File: src/rtl/pat_seq_pkg.sv
// Shared types and helpers for the pattern-sequence and panel power controller.
package pat_seq_pkg;

   typedef enum logic [1:0] {
      OFF,
      RAMP_UP,
      ON,
      RAMP_DN
   } pwr_state_e;

   // Listed in descending request priority.
   typedef enum logic [2:0] {
      SRC_NONE,
      SRC_NG,
      SRC_FIRST,
      SRC_LAST,
      SRC_UP,
      SRC_DN,
      SRC_RX
   } req_src_e;

   function automatic logic is_black(input logic [31:0] sn, input logic [31:0] patmax);
      return (sn == '0) || (sn == patmax);
   endfunction

endpackage

File: src/rtl/pat_seq_ctrl_ms_timer.sv
// Millisecond prescaler feeding a loadable down-counter; o_done pulses in the
// last cycle of the loaded interval (immediately for a load of 0).
module ms_timer #(
   parameter int unsigned CLK_PER_MS = 81000,
   parameter int unsigned CNT_W      = 16
) (
   input  logic             clk,
   input  logic             rst,
   input  logic             i_load,
   input  logic [CNT_W-1:0] i_val,
   output logic             o_done
);
   localparam int unsigned      PRE_W    = (CLK_PER_MS > 1) ? $clog2(CLK_PER_MS) : 1;
   localparam logic [PRE_W-1:0] PRE_LAST = PRE_W'(CLK_PER_MS - 1);

   logic [PRE_W-1:0] r_pre;
   logic [CNT_W-1:0] r_cnt;
   logic             r_busy;
   logic             w_tick;

   assign w_tick = r_busy && (r_cnt != '0) && (r_pre == PRE_LAST);
   assign o_done = r_busy && ((r_cnt == '0) || (w_tick && (r_cnt == CNT_W'(1))));

   always_ff @(posedge clk or posedge rst) begin
      if (rst) begin
         r_busy <= 1'b0;
         r_cnt  <= '0;
         r_pre  <= '0;
      end else if (i_load) begin
         r_busy <= 1'b1;
         r_cnt  <= i_val;
         r_pre  <= '0;
      end else if (o_done) begin
         r_busy <= 1'b0;
         r_cnt  <= '0;
         r_pre  <= '0;
      end else if (r_busy) begin
         if (w_tick) begin
            r_pre <= '0;
            r_cnt <= r_cnt - CNT_W'(1);
         end else begin
            r_pre <= r_pre + PRE_W'(1);
         end
      end
   end

endmodule

File: src/rtl/pat_seq_ctrl.sv
// Pattern selection with per-pattern lock time and staged N-rail panel power
// sequencing; request arbitration, lock timer and power FSM.
module pat_seq_ctrl
   import pat_seq_pkg::*;
#(
   parameter int unsigned PAT_NUM    = 10,
   parameter int unsigned SN_W       = 7,
   parameter int unsigned RAIL_NUM   = 6,
   parameter int unsigned CLK_PER_MS = 81000,
   parameter int unsigned STEP_MS    = 500,
   parameter int unsigned LOCK_W     = 16
) (
   input  logic                      clk,
   input  logic                      rst,
   input  logic                      btn_up,
   input  logic                      btn_dn,
   input  logic                      btn_first,
   input  logic                      btn_last,
   input  logic                      ng,
   input  logic                      rx_valid,
   input  logic [SN_W-1:0]           rx_sn,
   input  logic [PAT_NUM*LOCK_W-1:0] lock_ms_tbl,
   output logic [SN_W-1:0]           dis_sn,
   output logic                      dis_chg,
   output logic                      locked,
   output logic [RAIL_NUM-1:0]       rail_en,
   output logic                      mux_en,
   output logic                      pwr_busy,
   output logic                      black_on
);
   localparam logic [SN_W-1:0] PATMAX    = SN_W'(PAT_NUM - 1);
   localparam logic [SN_W:0]   PAT_NUM_X = (SN_W + 1)'(PAT_NUM);
   localparam int unsigned     STEP_W    = (STEP_MS > 0) ? $clog2(STEP_MS + 1) : 1;

   req_src_e            w_src;
   logic [SN_W-1:0]     w_tgt;
   logic                w_chg;
   logic                w_rx_ok;
   logic [LOCK_W-1:0]   w_lock_val;
   logic                w_lock_done;
   logic                w_step_done;
   logic                w_step_load;
   pwr_state_e          r_state;
   pwr_state_e          w_state_nxt;
   logic [RAIL_NUM-1:0] w_rail_nxt;
   logic                w_mux_nxt;

   assign w_rx_ok = ({1'b0, rx_sn} < PAT_NUM_X);

   always_comb begin
      w_src = SRC_NONE;
      if (ng)                        w_src = SRC_NG;
      else if (!locked && !pwr_busy) begin
         if (btn_first)              w_src = SRC_FIRST;
         else if (btn_last)          w_src = SRC_LAST;
         else if (btn_up)            w_src = SRC_UP;
         else if (btn_dn)            w_src = SRC_DN;
         else if (rx_valid && w_rx_ok) w_src = SRC_RX;
      end
   end

   always_comb begin
      w_tgt = dis_sn;
      case (w_src)
         SRC_NG, SRC_LAST: w_tgt = PATMAX;
         SRC_FIRST:        w_tgt = '0;
         SRC_UP:           if (dis_sn != PATMAX) w_tgt = dis_sn + SN_W'(1);
         SRC_DN:           if (!is_black(32'(dis_sn), 32'(PATMAX))) w_tgt = dis_sn - SN_W'(1);
         SRC_RX:           w_tgt = rx_sn;
         default:          w_tgt = dis_sn;
      endcase
   end

   // A request resolving to the current pattern is treated as no request.
   assign w_chg = (w_tgt != dis_sn);

   always_comb begin
      w_lock_val = '0;
      for (int unsigned k = 0; k < PAT_NUM; k++)
         if (w_tgt == SN_W'(k)) w_lock_val = lock_ms_tbl[k*LOCK_W +: LOCK_W];
   end

   always_ff @(posedge clk or posedge rst) begin
      if (rst) begin
         dis_sn   <= '0;
         dis_chg  <= 1'b0;
         black_on <= 1'b1;
         locked   <= 1'b0;
      end else begin
         dis_sn   <= w_tgt;
         dis_chg  <= w_chg;
         black_on <= is_black(32'(dis_sn), 32'(PATMAX));
         if (w_chg)            locked <= 1'b1;
         else if (w_lock_done) locked <= 1'b0;
      end
   end

   ms_timer #(.CLK_PER_MS(CLK_PER_MS), .CNT_W(LOCK_W)) u_lock_tmr (
      .clk    (clk),
      .rst    (rst),
      .i_load (w_chg),
      .i_val  (w_lock_val),
      .o_done (w_lock_done)
   );

   ms_timer #(.CLK_PER_MS(CLK_PER_MS), .CNT_W(STEP_W)) u_step_tmr (
      .clk    (clk),
      .rst    (rst),
      .i_load (w_step_load),
      .i_val  (STEP_W'(STEP_MS)),
      .o_done (w_step_done)
   );

   // black_on still holds the previous pattern's class during the dis_chg cycle.
   always_comb begin
      w_state_nxt = r_state;
      w_rail_nxt  = rail_en;
      w_mux_nxt   = mux_en;
      w_step_load = 1'b0;
      case (r_state)
         OFF: if (dis_chg && black_on && !is_black(32'(dis_sn), 32'(PATMAX))) begin
            w_state_nxt = RAMP_UP;
            w_rail_nxt  = RAIL_NUM'(1);
            w_step_load = 1'b1;
         end
         RAMP_UP: begin
            if (dis_chg && is_black(32'(dis_sn), 32'(PATMAX))) begin
               w_state_nxt = RAMP_DN;
               w_step_load = 1'b1;
            end else if (w_step_done) begin
               if (rail_en[RAIL_NUM-1]) begin
                  w_mux_nxt   = 1'b1;
                  w_state_nxt = ON;
               end else begin
                  w_rail_nxt  = (rail_en << 1) | RAIL_NUM'(1);
                  w_step_load = 1'b1;
               end
            end
         end
         ON: if (dis_chg && is_black(32'(dis_sn), 32'(PATMAX))) begin
            w_state_nxt = RAMP_DN;
            w_mux_nxt   = 1'b0;
            w_step_load = 1'b1;
         end
         RAMP_DN: if (w_step_done) begin
            w_rail_nxt = rail_en >> 1;
            if (w_rail_nxt == '0) w_state_nxt = OFF;
            else                  w_step_load = 1'b1;
         end
         default: w_state_nxt = OFF;
      endcase
   end

   always_ff @(posedge clk or posedge rst) begin
      if (rst) begin
         r_state  <= OFF;
         rail_en  <= '0;
         mux_en   <= 1'b0;
         pwr_busy <= 1'b0;
      end else begin
         r_state  <= w_state_nxt;
         rail_en  <= w_rail_nxt;
         mux_en   <= w_mux_nxt;
         pwr_busy <= (w_state_nxt == RAMP_UP) || (w_state_nxt == RAMP_DN);
      end
   end

endmodule

File: config.mk
export PLATFORM = sky130hd
export DESIGN_NAME = pat_seq_ctrl
export DESIGN_NICKNAME = d
export VERILOG_FILES = /design/src/rtl/pat_seq_pkg.sv /design/src/rtl/pat_seq_ctrl_ms_timer.sv /design/src/rtl/pat_seq_ctrl.sv
export SDC_FILE = /design/constraint.sdc
export NUM_CORES = 1
export LEC_CHECK = 0
export CAP_MARGIN = 20
export CORE_MARGIN = 2
export CORE_UTILIZATION = 53
export DETAILED_ROUTE_END_ITERATION = 12
export PLACE_DENSITY = 0.88
export SLEW_MARGIN = 0
export SYNTH_ARGS = -nofsm -noshare
export SYNTH_HDL_FRONTEND = slang
export SYNTH_SLANG_ARGS = --single-unit
File: constraint.sdc
create_clock -name clk -period 7.65 [get_ports clk]
set_input_delay 2.295 -clock clk [delete_from_list [all_inputs] [get_ports clk]]
set_output_delay 2.295 -clock clk [all_outputs]
set_load 0.01 [all_outputs]
**Word level (Yosys, flattened, before mapping)**

Cells that the tools add are included.

- Add/subtract/negate cells: 6
- Muxes and demuxes: 67
- Order comparisons: 1
- Equality and inequality tests: 34
- Reduce and logical (&&, ||, !) cells: 42

Operators with widths:

| operator | count |
|---|---|
| 2-to-1 mux 16 bit | 14 |
| 2-to-1 mux 17 bit | 8 |
| 2-to-1 mux 9 bit | 4 |
| one-hot mux 7 bit (5 select lines) | 1 |
| adder 17 x 1 -> 17 bit (second input constant) | 2 |
| == test 17 bit (second input constant) | 2 |
| 2-to-1 mux 6 bit | 5 |
| == test 7 x 3 -> 1 bit (second input constant) | 4 |
| == test 7 x 4 -> 1 bit (second input constant) | 3 |
| 2-to-1 mux 3 bit | 7 |
| one-hot mux 6 bit (3 select lines) | 1 |
| == test 16 x 1 -> 1 bit (second input constant) | 1 |
| logical NOT 16 bit | 1 |
| nonzero test 16 bit | 1 |
| subtractor 16 x 1 -> 16 bit (second input constant) | 1 |
| 2-to-1 mux 1 bit | 15 |
| nonzero test 3 bit | 5 |
| == test 7 x 2 -> 1 bit (second input constant) | 2 |
| logical NOT 7 bit | 2 |
| 2-to-1 mux 2 bit | 7 |
| 2-to-1 mux 7 bit | 2 |
| logical AND 1 bit | 13 |
| != test 2 bit (second input constant) | 5 |
| AND reduction 5 bit | 2 |
| other kinds (27) | 42 |

- Word-level logic and storage cells: 164
- Register bits: 80
- Bits of input ports: 175

**Longest topological paths before layout**

Gate-level depths: netlist of the first run.

- Depth in word-level cells: 24
- Depth in mapped cells: 17

**Hierarchy**

From an unflattened synthesis of the first run, not the netlist that was laid out.

- Cell total of the unflattened synthesis: 841
- Area, all modules: 7004.2 um^2

By module, submodules not included:

| module | cells an instance | area an instance (um^2) | instances |
|---|---|---|---|
| pat_seq_ctrl | 439 | 3318.2 | 1 |
| ms_timer at u_lock_tmr | 239 | 2127.0 | 1 |
| ms_timer at u_step_tmr | 163 | 1559.0 | 1 |

**Least setup slack after synthesis of the first run**

No wires, ideal clock.

- Path kind: input to register
- Start: input btn_last
- End: register u_lock_tmr.r_cnt[7]
- Arrival time: 4.930 ns
- Required time: 7.520 ns
- Stages: 12
- Buffers on the path: 1
- Setup slack: 2.589 ns
- Cells stage by stage: buf_6 or4b_4 or3_1 o221a_1 o211ai_2 o21ai_2 inv_4 mux2_2 and3_1 a221o_1 nor3_1 o21ai_0

- Word-level cells in the longest chain between the ends: 19
- Elaborated cells on any way between the ends: 37

Ends and longest elaborated chain:

| item | line | source |
|---|---|---|
| start: declaration | pat_seq_ctrl.sv:18 | `input logic btn_last,` |
| 2-to-1 mux 3 bit (*) | pat_seq_ctrl.sv:55 | `else if (btn_last) w_src = SRC_LAST;` |
| 2-to-1 mux 3 bit (*) | pat_seq_ctrl.sv:54 | `if (btn_first) w_src = SRC_FIRST;` |
| 2-to-1 mux 3 bit (*) | pat_seq_ctrl.sv:53 | `else if (!locked && !pwr_busy) begin` |
| 2-to-1 mux 3 bit (*) | pat_seq_ctrl.sv:52 | `if (ng) w_src = SRC_NG;` |
| == test 3 x 1 -> 1 bit or == test 3 x 2 -> 1 bit (tied branches) | pat_seq_ctrl.sv:64 | `case (w_src)` |
| OR reduction 2 bit | pat_seq_ctrl.sv:64 |  |
| one-hot mux 7 bit (5 select lines) (*) | pat_seq_ctrl.sv:64 |  |
| logical NOT 7 bit | pat_seq_ctrl.sv:80 | `if (w_tgt == SN_W'(k)) w_lock_val = lock_ms_tbl[k*LOCK_W +: LOCK_W];` |
| 2-to-1 mux 16 bit (10 in a row) | pat_seq_ctrl.sv:80 |  |
| 2-to-1 mux 16 bit | pat_seq_ctrl_ms_timer.sv:29 | `end else if (i_load) begin` |
| end signal: assignment | pat_seq_ctrl_ms_timer.sv:31 | `r_cnt <= i_val;` |
| end signal: assignment | pat_seq_ctrl_ms_timer.sv:40 | `r_cnt <= r_cnt - CNT_W'(1);` |
| end: declaration | pat_seq_ctrl_ms_timer.sv:17 | `logic [CNT_W-1:0] r_cnt;` |

Mark *: on every way between the ends. The rest lies on a longest branch, timed or not.
A chain may end at the register's enable or synchronous reset.

**Final worst setup path of the first run**

- Start: input btn_last
- End: register u_lock_tmr.r_cnt[1]

Same word-level chain as after synthesis.

==> results of run 1 <==
-- kinds of logic (layout without fill, tap and decap cells) --
kind of cell | count (synthesis) | in the layout | synth area share (%)
AO/OA/AOI/OAI | 249 | 249 | 27.8
XOR/XNOR | 44 | 44 | 5.73
adder cells (fa/ha/maj) | 14 | 14 | 2.61
buffers and inverters | 66 | 239 | 5.14
flip-flops | 80 | 80 | 29.8
multiplexers | 16 | 16 | 2.48
other | 0 | 2 | 0
AND/OR/NAND/NOR | 337 | 337 | 26.5
-- cell type report --
cell class                 instances  area, µm²
timing repair buffer             196       1980
sequential                        80       2000
fill                             987       3520
clock buffer                      10        229
multi-input combinational        660       4370
antenna                            2       5.00
inverter                          28        114
clock inverter                     5       81.3
tap                              172        215
-- state kept, by name (all words and copies together), names as in the netlist, 2 cells and up --
register	count
r_state	2
dis_sn	7
rail_en	6
u_lock_tmr.r_cnt	16
u_lock_tmr.r_pre	17
u_step_tmr.r_cnt	9
u_step_tmr.r_pre	17
-- cells in the final DEF (no fill, tap or decap), drive strengths merged, types with 11 or more instances in the layout --
cell type / instances
a21oi: 44
a22oi: 13
and3: 17
clkdlybuf4s50: 192
dfrtp: 79
ha: 14
inv: 27
mux2i: 11
nand2: 73
nand2b: 11
nand3: 38
nand4: 11
nor2: 86
nor3: 24
nor4: 16
o211ai: 11
o21a: 13
o21ai: 56
o2bb2ai: 11
or3: 16
xnor2: 16
xor2: 28
-- final timing paths --
| check | endpoint | slack (ns) | depth (start not counted) |
|---|---|---|---|
| min | u_step_tmr.r_cnt[6]$_DFFE_PP0P_ | 0.53 | 2 |
| min reg2reg | u_step_tmr.r_cnt[6]$_DFFE_PP0P_ | 0.53 | 2 |
| max reg2reg | u_lock_tmr.r_cnt[1]$_DFFE_PP0P_ | 2.87 | 12 |
| min in group asynchronous | u_step_tmr.r_pre[5]$_DFFE_PP0P_ | 2.32 | 3 |
| max in group asynchronous | u_lock_tmr.r_pre[1]$_DFFE_PP0P_ | 4.75 | 4 |
| max | u_lock_tmr.r_cnt[1]$_DFFE_PP0P_ | 1.24 | 11 |
-- power groups by stage --
stage	registers, mW	clock network [mW]	logic (mW)
final	0.627	0.458	0.736
after CTS	0.622	0.459	0.726
after floorplan	0.605	0	0.457
after global routing	0.639	0.477	0.803
after detailed placement	0.625	0	0.708
after global placement	0.623	0	0.692
-- worst max-delay path: stages --
cell and delay (ns):
clkdlybuf4s50_1 0.54, or4b_4 0.62, a2111oi_0 0.51, a311oi_2 0.11, o211ai_2 0.28, o21ai_2 0.29
inv_4 0.53, nand3_1 0.60, o21ai_0 0.51, a2bb2oi_1 0.20, o31ai_1 0.10
-- routing by layer --
layer  track usage, %  share of wire, %  up-vias
met5                0                 0        -
met4             12.8               4.2        0
met3             8.10               9.9       97
met2             56.6                48      487
met1             42.2                38     3390
li1                 -                 -     3381
==> summary.txt, run 1 <==
critical path required time: 7.86 ns
final-report hold violation count: 0
count of placed standard cells including taps: 1,134
synthesized instance count: 806
cell chosen for the clock root: clkbuf_16
clock period minus final worst setup slack: 6.41 ns
primary flip-flop cell chosen by synthesis mapping: dfrtp_1
initial antenna violation count: 0
fraction of the cycle the final worst path needs: 83.8%
top cells by area in the synthesized netlist: dfrtp_1, nor2_1, nand2_1
maximum number of pins on one net before global-route repair: 81
arrival time reported for the critical path endpoint: 6.61 ns
Cell variety after synth: 90
residual overflow from global routing: 0
DP Worst Slack: 1.02 ns
All-Layer GR Usage: 33.7%
CTS-repair resized insts: 0
fraction of power spent switching nets: 38.1%
clock latency at the later pin of the worst-skew pair: 0.34 ns
Hold WS: 0.528 ns
total number of H-tree levels: 3
crit path launch type: input pin
IO Pins: 193
Worst Path Max Fanout: 48
die boundary height: 117 µm
Synth Cell Area: 0.00672 mm²
post-route ant nets: 0
final core utilization: 71.9%
routability cong.: 1.00
via count of the first global-routing pass: 6,915
Final Max Slew Viols: 0
wirelength, routed: 23.1 mm
remaining max-slew budget at the tightest pin: 44.1%
placed inst area: 0.00864 mm²
proportion of layout cells with a drive suffix above 1: 7.15%
iteration count of the initial detailed-routing pass: 9
DIE AREA: 0.0136 mm²
class of the tightest hold or removal check: register to register
average size of a mapped cell: 8.34 µm²
maximum resistive drop on vdd: 133 µV
number of cells in the finished layout apart from fillers: 1,153
setup repair after global routing missed its margin: false
Port-buffer cells: 192
estimated wirelength of the detail-placed design: 17.5 mm
Synthesized Nets: 995
share of async-settable or async-resettable flops after synthesis: 100%
share of the yosys chip area belonging to registers: 29.8%
worst-margin pin slew: 0.839 ns
number of buffers inserted by post-CTS setup repair: 0
reported net switching power: 694 µW
R2R Path Start: dis_sn[0]$_DFF_PP0_
internal power: 1.13 mW
first-iteration detailed-routing DRC count: 825
# clock sinks: 80
Synth top area share: 29.4%
clock slew seen by the registers of the worst setup and hold paths: 0.06 ns
Seq pwr share: 34.4%
count of maximum capacitance violations: 0
first-pass GRT wire length: 35.5 mm
TritonCTS clock tree: done
cell types with the highest counts after synthesis: nor2_1, dfrtp_1, nand2_1, o21ai_0, a21oi_1
# setup viols final: 0
post-DR vias/cell: 6.38
final setup margin: 1.24 ns
area grow syn2layout: 33.9%
standard cell core area: 0.0125 mm²
combinational power share: 40.4%
fin nets: 1,164
post-route setup TNS: 0 ns
min-delay src: u_step_tmr.r_cnt[6]$_DFFE_PP0P_
sort of element at the end of the critical path: register
hold bufs inserted after CTS: 0
number of enable-type register cells in the synthesized netlist: 0
leakage dissipation: 3.53 nW
Max Buffers Root-to-Sink: 2
total non-filler cell area in the finished layout: 0.00900 mm²
Initial Util: 53.7%
final clock skew: 0.00731 ns
total design power: 1.82 mW
vias post-DR: 7,355
number of warnings reported in the yosys synthesis log: 0
CP Class: input pin to register
post-synthesis register bit count: 80
Std-Cell Rows: 41
Worst setup startpoint: btn_last
most frequent cell after synthesis: nor2_1
die boundary width: 117 µm
Peak Freq: 156 MHz
proportion of power drawn by the clock network: 25.1%
status: complete, no violations
per-cell routed wire length: 20.0 µm
number of buffers created by CTS: 9
total power per unit cell area: 202 mW/mm²
number of design rule violations left after detail routing: 0
most area-hungry cell type in the Yosys netlist: dfrtp_1
(Power assumes the default switching activity.)
==> run 2: changes to the inputs <==
--- a/config.mk
+++ b/config.mk
@@ -7,9 +7,9 @@
 export LEC_CHECK = 0
 export CAP_MARGIN = 20
 export CORE_MARGIN = 2
-export CORE_UTILIZATION = 53
+export CORE_UTILIZATION = 49
 export DETAILED_ROUTE_END_ITERATION = 12
-export PLACE_DENSITY = 0.88
+export PLACE_DENSITY = 0.82
 export SLEW_MARGIN = 0
 export SYNTH_ARGS = -nofsm -noshare
 export SYNTH_HDL_FRONTEND = slang
==> constraint.sdc (replaced) <==
create_clock -name clk -period 6.2 [get_ports clk]
set_input_delay 1.86 -clock clk [delete_from_list [all_inputs] [get_ports clk]]
set_output_delay 1.86 -clock clk [all_outputs]
set_load 0.01 [all_outputs]
==> summary.txt, run 2 (same netlist as run 1, synthesis figures left out) <==
proportion of power drawn by the clock network: 27.8%
setup repair after global routing missed its margin: false
# clock sinks: 80
first-pass GRT wire length: 36.8 mm
internal power: 1.47 mW
residual overflow from global routing: 0
count of maximum capacitance violations: 0
worst-margin pin slew: 0.807 ns
wirelength, routed: 23.1 mm
post-DR vias/cell: 6.23
Hold WS: 0.523 ns
CP Class: input pin to register
clock latency at the later pin of the worst-skew pair: 0.35 ns
Port-buffer cells: 192
final setup margin: 0.801 ns
standard cell core area: 0.0133 mm²
iteration count of the initial detailed-routing pass: 7
Reg2Reg Depth: 12
die boundary width: 121 µm
total number of H-tree levels: 3
Cell Chain, Critical Path: clkdlybuf4s50_1 -> or4b_4 -> a2111oi_0 -> a311oi_2 -> o211ai_2 -> o21ai_2 -> inv_4 -> buf_4 -> nor3_4 -> a22o_1 -> nor4b_1 -> o22ai_1
DP Worst Slack: 0.557 ns
Std-Cell Rows: 42
remaining max-slew budget at the tightest pin: 46.2%
sort of element at the end of the critical path: register
area grow syn2layout: 35.4%
Final Max Slew Viols: 0
initial antenna violation count: 0
crit path launch type: input pin
R2R setup slack: 1.94 ns
Worst Path Buf+Inv: 3
Max Buffers Root-to-Sink: 2
die boundary height: 121 µm
clock slew seen by the registers of the worst setup and hold paths: 0.06 ns
number of buffers created by CTS: 9
fraction of power spent switching nets: 36.1%
hold path depth: 1
Hold EP: rail_en[0]$_DFFE_PP0P_
final-report hold violation count: 0
min-delay src: rail_en[0]$_DFFE_PP0P_
total non-filler cell area in the finished layout: 0.00910 mm²
number of cells in the finished layout apart from fillers: 1,165
reported net switching power: 829 µW
number of buffers inserted by post-CTS setup repair: 0
R2R Path Start: dis_sn[0]$_DFF_PP0_
via count of the first global-routing pass: 7,122
CP max stage delay: 0.61 ns
post-route setup TNS: 0 ns
Peak Freq: 185 MHz
All-Layer GR Usage: 31.9%
fin nets: 1,173
Seq pwr share: 33.3%
post-route ant nets: 0
maximum number of pins on one net before global-route repair: 42
total power per unit cell area: 252 mW/mm²
TritonCTS clock tree: done
class of the tightest hold or removal check: register to register
# setup viols final: 0
status: complete, no violations
critical path required time: 6.40 ns
end of the worst register-to-register path: u_lock_tmr.r_cnt[3]$_DFFE_PP0P_
DIE AREA: 0.0147 mm²
Largest regs: u_lock_tmr.r_pre: 17 flops, u_step_tmr.r_pre: 17 flops, u_lock_tmr.r_cnt: 16 flops
clock period minus final worst setup slack: 5.40 ns
estimated wirelength of the detail-placed design: 18.6 mm
maximum resistive drop on vdd: 177 µV
most common library cell in the layout ignoring fill and taps: clkdlybuf4s50_1
Top delay family on crit path: compound AO/OA/AOI/OAI gates
Initial Util: 50.6%
leakage dissipation: 3.59 nW
proportion of layout cells with a drive suffix above 1: 8.19%
first-iteration detailed-routing DRC count: 699
IO Pins: 193
combinational power share: 38.9%
CTS-repair resized insts: 0
vias post-DR: 7,257
number of antenna repair diodes: 0
final clock skew: 0.0102 ns
Worst Path Max Fanout: 21
arrival time reported for the critical path endpoint: 5.60 ns
fraction of the cycle the final worst path needs: 87.1%
count of placed standard cells including taps: 1,148
highest-delay cell along the critical path: or4b_4
per-cell routed wire length: 19.8 µm
routability cong.: 1.12
hold bufs inserted after CTS: 0
number of design rule violations left after detail routing: 0
cell chosen for the clock root: clkbuf_16
commonest cells after routing, fill and taps aside: clkdlybuf4s50_1, nor2_1, dfrtp_1, nand2_1, o21ai_0
placed inst area: 0.00872 mm²
==> run 2: cell count changes in the layout (fill, tap and decap cells not counted), sizes merged <==
cell      previous run  this run
inv                 27        26
buf                  3        12
clkinvlp             1         0
diode                2         0
bufinv               2         3
clkbuf              10        12
==> run 2: area by class of cell <==
| class | count | area [µm²] |
|---|---|---|
| multi-input combinational | 660 | 4370 |
| fill | 1072 | 4200 |
| timing repair buffer | 205 | 2020 |
| sequential | 80 | 2000 |
| clock buffer | 12 | 267 |
| tap | 176 | 220 |
| inverter | 28 | 114 |
| clock inverter | 4 | 98.8 |
==> run 2: per-layer routing <==
layer	track usage, %	wire length (µm)	vias to the layer above
met5	0	0	-
met4	12.8	866	0
met3	7.61	2080	70
met2	52.2	10900	375
met1	40.6	9160	3422
li1	-	-	3390
==> run 2: power groups by stage <==
| stage | clock network, mW | logic (mW) | registers (mW) |
|---|---|---|---|
| after floorplan | 0 | 0.564 | 0.747 |
| after global placement | 0 | 0.870 | 0.767 |
| after detailed placement | 0 | 0.880 | 0.771 |
| after CTS | 0.644 | 0.886 | 0.762 |
| after global routing | 0.667 | 0.988 | 0.781 |
| final | 0.639 | 0.893 | 0.765 |
==> run 2: per-stage QoR <==
stage	utilization, %	power [mW]
6_report	68.4	2.30
5_1_grt	68.4	2.44
4_1_cts	68.4	2.29
3_5_place_dp	65.6	1.65
3_3_place_gp	65.6	1.64
2_1_floorplan	-	1.31
==> run 2: how the worst max path moves through the flow <==
| stage | startpoint | to | slack [ns] | depth (start not counted) |
|---|---|---|---|---|
| floorplan | btn_last | u_lock_tmr.r_cnt[7]$_DFFE_PP0P_ | 1.57 | 12 |
| global placement | ng | u_lock_tmr.r_cnt[3]$_DFFE_PP0P_ | 0.59 | 12 |
| detailed placement | btn_last | u_lock_tmr.r_pre[10]$_DFFE_PP0P_ | 0.56 | 12 |
| CTS | btn_last | u_lock_tmr.r_pre[10]$_DFFE_PP0P_ | 0.92 | 12 |
| global route | ng | u_lock_tmr.r_pre[16]$_DFFE_PP0P_ | 0.57 | 12 |
| finish | btn_last | u_lock_tmr.r_cnt[13]$_DFFE_PP0P_ | 0.80 | 12 |
==> run 3: changes to the inputs <==
--- a/config.mk
+++ b/config.mk
@@ -7,9 +7,9 @@
 export LEC_CHECK = 0
 export CAP_MARGIN = 20
 export CORE_MARGIN = 2
-export CORE_UTILIZATION = 49
+export CORE_UTILIZATION = 44
 export DETAILED_ROUTE_END_ITERATION = 12
-export PLACE_DENSITY = 0.82
+export PLACE_DENSITY = 0.78
 export SLEW_MARGIN = 0
 export SYNTH_ARGS = -nofsm -noshare
 export SYNTH_HDL_FRONTEND = slang
==> constraint.sdc (replaced) <==
create_clock -name clk -period 4.52 [get_ports clk]
set_input_delay 1.356 -clock clk [delete_from_list [all_inputs] [get_ports clk]]
set_output_delay 1.356 -clock clk [all_outputs]
set_load 0.01 [all_outputs]
==> summary.txt, run 3 (same netlist as run 1, synthesis figures left out) <==
clock period minus final worst setup slack: 4.43 ns
Worst Path Max Fanout: 11
# setup viols final: 0
capture point of the worst path: u_lock_tmr.r_cnt[13]$_DFFE_PP0P_
Reg2Reg Depth: 15
most common library cell in the layout ignoring fill and taps: clkdlybuf4s50_1
fill count: 1,260
post-DR vias/cell: 5.94
iteration count of the initial detailed-routing pass: 7
area grow syn2layout: 48.0%
commonest cells after routing, fill and taps aside: clkdlybuf4s50_1, buf_4, nor2_1, dfrtp_1, nand2_1
setup repair after global routing missed its margin: true
Port-buffer cells: 192
post-route setup TNS: 0 ns
status: complete, no violations
Worst Path Buf+Inv: 5
count of maximum capacitance violations: 0
CP max stage delay: 0.59 ns
Max Buffers Root-to-Sink: 2
Initial Util: 44.5%
# clock sinks: 80
final-report hold violation count: 0
R2R Path Start: dis_sn[0]$_DFF_PP0_
Cell Chain, Critical Path: clkdlybuf4s50_1 -> or4b_4 -> or3_1 -> o221a_1 -> o211ai_2 -> o21ai_2 -> inv_4 -> buf_12 -> nor3_4 -> buf_12 -> buf_4 -> a22o_1 -> nor4b_2 -> o22ai_1
end of the worst register-to-register path: u_lock_tmr.r_cnt[10]$_DFFE_PP0P_
highest-delay cell along the critical path: or4b_4
estimated wirelength of the detail-placed design: 19.8 mm
Peak Freq: 226 MHz
clock latency at the later pin of the worst-skew pair: 0.34 ns
maximum resistive drop on vdd: 245 µV
initial antenna violation count: 0
Std-Cell Rows: 45
TritonCTS clock tree: done
class of the tightest hold or removal check: register to register
routability cong.: 1.01
Worst setup startpoint: btn_first
via count of the first global-routing pass: 7,486
residual overflow from global routing: 0
critical path required time: 4.73 ns
R2R setup slack: 0.61 ns
cell chosen for the clock root: clkbuf_16
post-route ant nets: 0
worst-margin pin slew: 0.875 ns
logic depth of the worst setup path including buffers: 14
first-pass GRT wire length: 38.5 mm
CP Class: input pin to register
arrival time reported for the critical path endpoint: 4.64 ns
proportion of layout cells with a drive suffix above 1: 18.0%
All-Layer GR Usage: 29.8%
crit path launch type: input pin
standard cell core area: 0.0151 mm²
IO Pins: 193
fin nets: 1,271
final clock skew: 0.00648 ns
clock slew seen by the registers of the worst setup and hold paths: 0.06 ns
DIE AREA: 0.0163 mm²
fraction of the cycle the final worst path needs: 97.9%
maximum number of pins on one net before global-route repair: 49
die boundary height: 128 µm
Largest regs: u_lock_tmr.r_pre: 17 flops, u_step_tmr.r_pre: 17 flops, u_lock_tmr.r_cnt: 16 flops
wirelength, routed: 24.6 mm
number of cells in the finished layout apart from fillers: 1,274
vias post-DR: 7,568
Crit path top cell by count: buf_12
first-iteration detailed-routing DRC count: 696
total power per unit cell area: 308 mW/mm²
number of antenna repair diodes: 0
number of design rule violations left after detail routing: 0
die boundary width: 128 µm
total number of H-tree levels: 3
sort of element at the end of the critical path: register
count of placed standard cells including taps: 1,255
leakage dissipation: 4.06 nW
Top delay family on crit path: simple AND/OR/NAND/NOR gates
remaining max-slew budget at the tightest pin: 41.7%
Final Max Slew Viols: 0
hold bufs inserted after CTS: 0
per-cell routed wire length: 19.3 µm
number of buffers created by CTS: 9
run 3: layer usage:
metal | track usage (%) | part of all wire [%] | vias up
met1 | 37.9 | 41 | 3547
li1 | - | - | 3585
met5 | 0 | 0 | -
met2 | 50.8 | 48 | 380
met3 | 6.20 | 7.7 | 56
met4 | 9.76 | 3.1 | 0
run 3: worst register-to-register path, stage by stage, from the launching register on:
cell       delay [ns]
dfrtp_1          0.68
inv_1            0.14
ha_1             0.29
mux2_2           0.38
a211oi_1         0.35
o221ai_1         0.16
a21oi_1          0.23
a21oi_2          0.07
or3_1            0.45
buf_4            0.20
nor3_4           0.17
buf_4            0.18
o2bb2ai_1        0.16
nor4b_2          0.08
buf_4            0.14
o22ai_1          0.13
run 3: how the worst min path moves through the flow:
| stage | startpoint | endpoint | slack (ns) | cells past startpoint |
|---|---|---|---|---|
| 5_1_grt | u_step_tmr.r_cnt[6]$_DFFE_PP0P_ | u_step_tmr.r_cnt[6]$_DFFE_PP0P_ | 0.54 | 2 |
| 3_5_place_dp | u_step_tmr.r_cnt[6]$_DFFE_PP0P_ | u_step_tmr.r_cnt[6]$_DFFE_PP0P_ | 0.50 | 2 |
| 2_1_floorplan | u_step_tmr.r_cnt[6]$_DFFE_PP0P_ | u_step_tmr.r_cnt[6]$_DFFE_PP0P_ | 0.48 | 2 |
| 4_1_cts | u_step_tmr.r_cnt[6]$_DFFE_PP0P_ | u_step_tmr.r_cnt[6]$_DFFE_PP0P_ | 0.52 | 2 |
| 3_3_place_gp | u_step_tmr.r_cnt[6]$_DFFE_PP0P_ | u_step_tmr.r_cnt[6]$_DFFE_PP0P_ | 0.50 | 2 |
| 6_report | u_step_tmr.r_cnt[6]$_DFFE_PP0P_ | u_step_tmr.r_cnt[6]$_DFFE_PP0P_ | 0.51 | 2 |
run 3: cell type report:
class	count	area, µm²	area share, %
clock inverter	5	35.0	0.352
sequential	80	2000	20.1
clock buffer	10	229	2.30
inverter	28	114	1.14
multi-input combinational	660	4470	44.9
tap	188	235	2.36
timing repair buffer	303	2860	28.8
run 3: per-stage QoR:
stage          setup slack (ns)  cell area, µm²  utilization, %  hold WS (ns)  power [mW]
6_report                 0.0938            9950            65.9         0.515        3.07
5_1_grt                 -0.0169            9950            65.9         0.539        3.26
4_1_cts                  0.0677            9800            65.0         0.515        3.05
3_5_place_dp             -0.299            9540            63.2         0.496        2.37
3_3_place_gp             -0.228            9540            63.2         0.497        2.35
2_1_floorplan             0.398            6720               -         0.480        1.80
run 3: timing repair:
action                     in CTS  in global routing
buffers inserted                0                  4
gates resized for setup         0                 24
setup endpoints to repair       0                 16
run 3: where the power goes:
part	internal, mW	total (mW)	leakage, nW	switching [mW]
registers	0.865	1.06	1.00	0.191
clock network	0.369	0.661	0.128	0.293
logic	0.654	1.35	2.92	0.696
total	1.89	3.07	4.06	1.18
==> edit 1 (flow settings as in run 2) <==
Add an input register stage for `btn_up`, `btn_dn` and `btn_last`, without a reset; this delays them by one clock. The other inputs are not delayed to match.
--- a/src/rtl/pat_seq_ctrl.sv
+++ b/src/rtl/pat_seq_ctrl.sv
@@ -34,2 +34,12 @@
 
+   logic btn_up_q;
+   logic btn_dn_q;
+   logic btn_last_q;
+
+   always_ff @(posedge clk) begin
+      btn_up_q   <= btn_up;
+      btn_dn_q   <= btn_dn;
+      btn_last_q <= btn_last;
+   end
+
    req_src_e            w_src;
@@ -54,5 +64,5 @@
          if (btn_first)              w_src = SRC_FIRST;
-         else if (btn_last)          w_src = SRC_LAST;
-         else if (btn_up)            w_src = SRC_UP;
-         else if (btn_dn)            w_src = SRC_DN;
+         else if (btn_last_q)          w_src = SRC_LAST;
+         else if (btn_up_q)            w_src = SRC_UP;
+         else if (btn_dn_q)            w_src = SRC_DN;
          else if (rx_valid && w_rx_ok) w_src = SRC_RX;
Check against the original RTL: not equivalent (Yosys sat finds a counterexample within 4 cycles, from zero or initial values and one cycle with rst high).
==> edit 1 against run 2 <==
Worst setup slack worse by 170 ps. Sequential power hardly changed. Clock skew is 3.6 ps lower. Critical endpoint is now u_lock_tmr.r_cnt[8]. Total power is 9.4% lower. Clock power is 11% lower. Area after synthesis is 3.4% higher. Sequential cell count is 2 higher. Critical path depth stayed put. Highest routed layer unchanged. Via count is 7.5% higher. Design area is 3.1% higher. Routed wire length is 12% higher. Sequential share of layout area is 0.28 points lower. Combinational power is 16% lower.
==> edit 1: results (changes against run 2) <==
----------------------------------------------------
[Worst setup path]
  Data arrival time of the worst path ... 5790 ps (was 5600 ps)
  Slowest cell on crit path ... sky130_fd_sc_hd__a211oi_2 (was sky130_fd_sc_hd__or4b_4)

[Power and ir drop]
  Reported leakage power ... 3.68 nW (was 3.59 nW)
  Peak supply drop ... 0.131 mV (was 0.177 mV)
  Net switching share of the total power ... 0.360 (was 0.361)

[Route]
  Initial DRC Count ... 722 (was 699)
  Routed length on met2 ... 12500 um (was 10900 um)
  Via count ... 7798 (was 7257)
  Met3 wire len ... 1960 um (was 2080 um)
  Post-DR vias/cell ... 6.39 (was 6.23)
  Wire length on met1 ... 10200 um (was 9160 um)

[Global route]
  Pin count of the biggest net entering global routing ... 47 (was 42)
  Met3 Resource Use GR ... 0.0530 (was 0.0761)
  Fraction of met1 tracks used by global routing ... 0.433 (was 0.406)
  First-pass GRT wire length ... 40600 um (was 36800 um)
  Global-route usage over all layers ... 0.346 (was 0.319)

[Timing]
  Fin Clk Skew ... 6.65 ps (was 10.2 ps)

[Floorplanning]
  Die area ... 15100 sq um (was 14700 sq um)

[Synth]
  Proportion of synthesized flip-flops having asynchronous set or reset ... 0.963 (was 1.00)
  Top area cells in the synthesized netlist ... sky130_fd_sc_hd__dfrtp_1 (28%), sky130_fd_sc_hd__nand2_1 (4.8%), sky130_fd_sc_hd__nor2_1 (4.5%) (was sky130_fd_sc_hd__dfrtp_1 (29%), sky130_fd_sc_hd__nor2_1 (4.7%), sky130_fd_sc_hd__nand2_1 (4.0%))
  Cell types with the highest counts after synthesis ... sky130_fd_sc_hd__nand2_1 (88), sky130_fd_sc_hd__nor2_1 (84), sky130_fd_sc_hd__dfrtp_1 (78), sky130_fd_sc_hd__o21ai_0 (40), sky130_fd_sc_hd__nand3_1 (38) (was sky130_fd_sc_hd__nor2_1 (85), sky130_fd_sc_hd__dfrtp_1 (79), sky130_fd_sc_hd__nand2_1 (72), sky130_fd_sc_hd__o21ai_0 (46), sky130_fd_sc_hd__a21oi_1 (43))
  Flip-flop and latch count after synthesis ... 82 (was 80)
  Area fraction in compound gates after synthesis ... 0.271 (was 0.278)

[Layout]
  Net count, final ... 1220 (was 1173)
  Number of fillers in the final layout ... 1167 (was 1072)
  Non-clock buffering overhead in the final layout ... 0.223 (was 0.222)
  Share of the final layout cell area in multi-input gates ... 0.488 (was 0.481)
  Count of multi-input gates ... 692 (was 660)
  Count of plain and timing-repair buffers in the layout ... 214 (was 205)

[Placed design]
  Area after DPL ... 9070 sq um (was 8720 sq um)

[Run status]
  Status ... completed (unchanged)

----------------------------------------------------
## edit 1: cell types whose count changed after synthesis, sizes merged, moves of 7 or more
cell / delta
nor4: +9
a31oi: +8
o22ai: +8
a22oi: -8
o21a: -7
and3: -8
nand4: +8
o2bb2ai: -8
inv: +9
a21oi: -15
o21ai: -14
nand2: +17
a311oi: +8
## edit 1: worst paths after layout
kind                                        end  slack [ps]  cells after the start
min in group asynchronous   u_step_tmr.r_cnt[1]        1960                      2
max in group asynchronous  u_lock_tmr.r_cnt[11]        3190                      3
hold reg to reg                          mux_en         530                      1
setup reg to reg            u_lock_tmr.r_cnt[7]        1930                     13
hold / removal                           mux_en         530                      1
setup / recovery            u_lock_tmr.r_cnt[8]         630                     12
## edit 1: power groups by stage
stage	Clock (mW)	Combinational, mW	Sequential (mW)
5_1_grt	0.589	0.813	0.779
3_5_place_dp	0	0.735	0.766
6_report	0.567	0.750	0.765
2_1_floorplan	0	0.460	0.729
4_1_cts	0.569	0.741	0.759
3_3_place_gp	0	0.725	0.764
==> edit 2 (config.mk and constraints of run 2) <==
Without the edit above. `PAT_NUM`: 10 -> 11.
--- a/src/rtl/pat_seq_ctrl.sv
+++ b/src/rtl/pat_seq_ctrl.sv
@@ -5,3 +5,3 @@
 #(
-   parameter int unsigned PAT_NUM    = 10,
+   parameter int unsigned PAT_NUM    = 11,
    parameter int unsigned SN_W       = 7,
Ports: changed (resized lock_ms_tbl); port bits go from 193 to 209. The function was not compared with the original's and may differ.
==> edit 2 against run 2 <==
Design area up 3.6%. Routed wire length up 7.4%. Area after synthesis grew 2.4%. Sequential cell count unchanged. Utilization is essentially flat. Total power up 19%. Worst setup slack lost 230 ps. Via count is 8.9% higher.
==> edit 2: results (changes against run 2) <==
----------------------------------------------------
[Synth]
  Multiplexer fraction of the synthesized cell area ... 0.0245 (was 0.0248)
  Sequential fraction of the synthesis area ... 0.291 (was 0.298)
  Distinct cell type count after synthesis ... 92 (was 90)
  Top area cells in the synthesized netlist ... sky130_fd_sc_hd__dfrtp_1 (29%), sky130_fd_sc_hd__nor2_1 (5.3%), sky130_fd_sc_hd__nand2_1 (5.2%) (was sky130_fd_sc_hd__dfrtp_1 (29%), sky130_fd_sc_hd__nor2_1 (4.7%), sky130_fd_sc_hd__nand2_1 (4.0%))
  Area fraction in compound gates after synthesis ... 0.270 (was 0.278)
  Post-synthesis xor/xnor area fraction ... 0.0573 (about the same)

[Worst setup path]
  Register-to-Register Setup Slack ... 1900 ps (was 1940 ps)
  Delay-heaviest family, CP ... simple AND/OR/NAND/NOR gates (was compound AO/OA/AOI/OAI gates)
  Critical Path Fanout Max ... 25 (was 21)
  Origin of the worst setup path ... ng (was btn_last)
  Data arrival time of the worst path ... 5850 ps (was 5600 ps)

[Layout]
  Number of fillers in the final layout ... 1168 (was 1072)
  Net count, final ... 1279 (was 1173)
  Fraction of layout cells with a size suffix above 1 ... 0.0704 (was 0.0819)

[Global route]
  Number of global-route vias before repair ... 7460 (was 7122)
  Antenna violations before repair ... 1 (was 0)
  Pin count of the biggest net entering global routing ... 57 (was 42)
  First-pass GRT wire length ... 38400 um (was 36800 um)

[Power and ir drop]
  Portion of total power attributed to combinational logic ... 0.523 (was 0.389)
  Peak supply drop ... 0.170 mV (was 0.177 mV)
  Post-layout total power ... 2.73 mW (was 2.30 mW)
  Reported leakage power ... 3.64 nW (was 3.59 nW)
  Seq group ... 0.796 mW (was 0.765 mW)

[Placed design]
  Area after DPL ... 9140 sq um (was 8720 sq um)
  IO Port Bufs ... 208 (was 192)
  Inst Count DP ... 1243 (was 1148)
  Detailed-placement wirelength estimate ... 19100 um (was 18600 um)

[Timing]
  Fin Clk Skew ... 7.96 ps (was 10.2 ps)
  Maximum achievable frequency ... 178 MHz (was 185 MHz)
  Worst-case hold slack ... 526 ps (was 523 ps)

[Route]
  Number of search-and-repair iterations in the first detailed-routing pass ... 5 (was 7)
  Initial DRC Count ... 810 (was 699)
  Routed wire length ... 24800 um (was 23100 um)

[Run status]
  Status ... completed (unchanged)

----------------------------------------------------
edit 2: cell count changes after synthesis, sizes merged, moves of 7 or more:
cell and delta:
a211oi +7, a21oi +8, o2111ai -7, a31oi +19
a2bb2oi -7, nand3 +13, nand2 +23, xnor2 +13
nor3 +15, clkbuf +10, xor2 -12, nor2 +13
edit 2: area by class of cell:
cell class                 instances  share of cell area
inverter                          33              0.0131
clock buffer                       9              0.0239
multi-input combinational        723               0.482
tap                              180              0.0239
timing repair buffer             227               0.239
clock inverter                     7             0.00584
sequential                        80               0.213
antenna                            2            0.000531
edit 2: cell families (layout without fill, tap and decap cells):
family / Yosys count / after routing
mux: 16 / 16
xor+xnor: 45 / 45
simple gates: 384 / 384
flops: 80 / 80
other cells: 0 / 2
fa+ha+maj: 14 / 14
compound gates: 264 / 264
buf+inv: 84 / 276
edit 2: per-layer routing:
metal	GRT usage	part of all wire
met1	0.428	0.40
met2	0.537	0.48
met3	0.0544	0.089
met4	0.136	0.037
met5	0	0
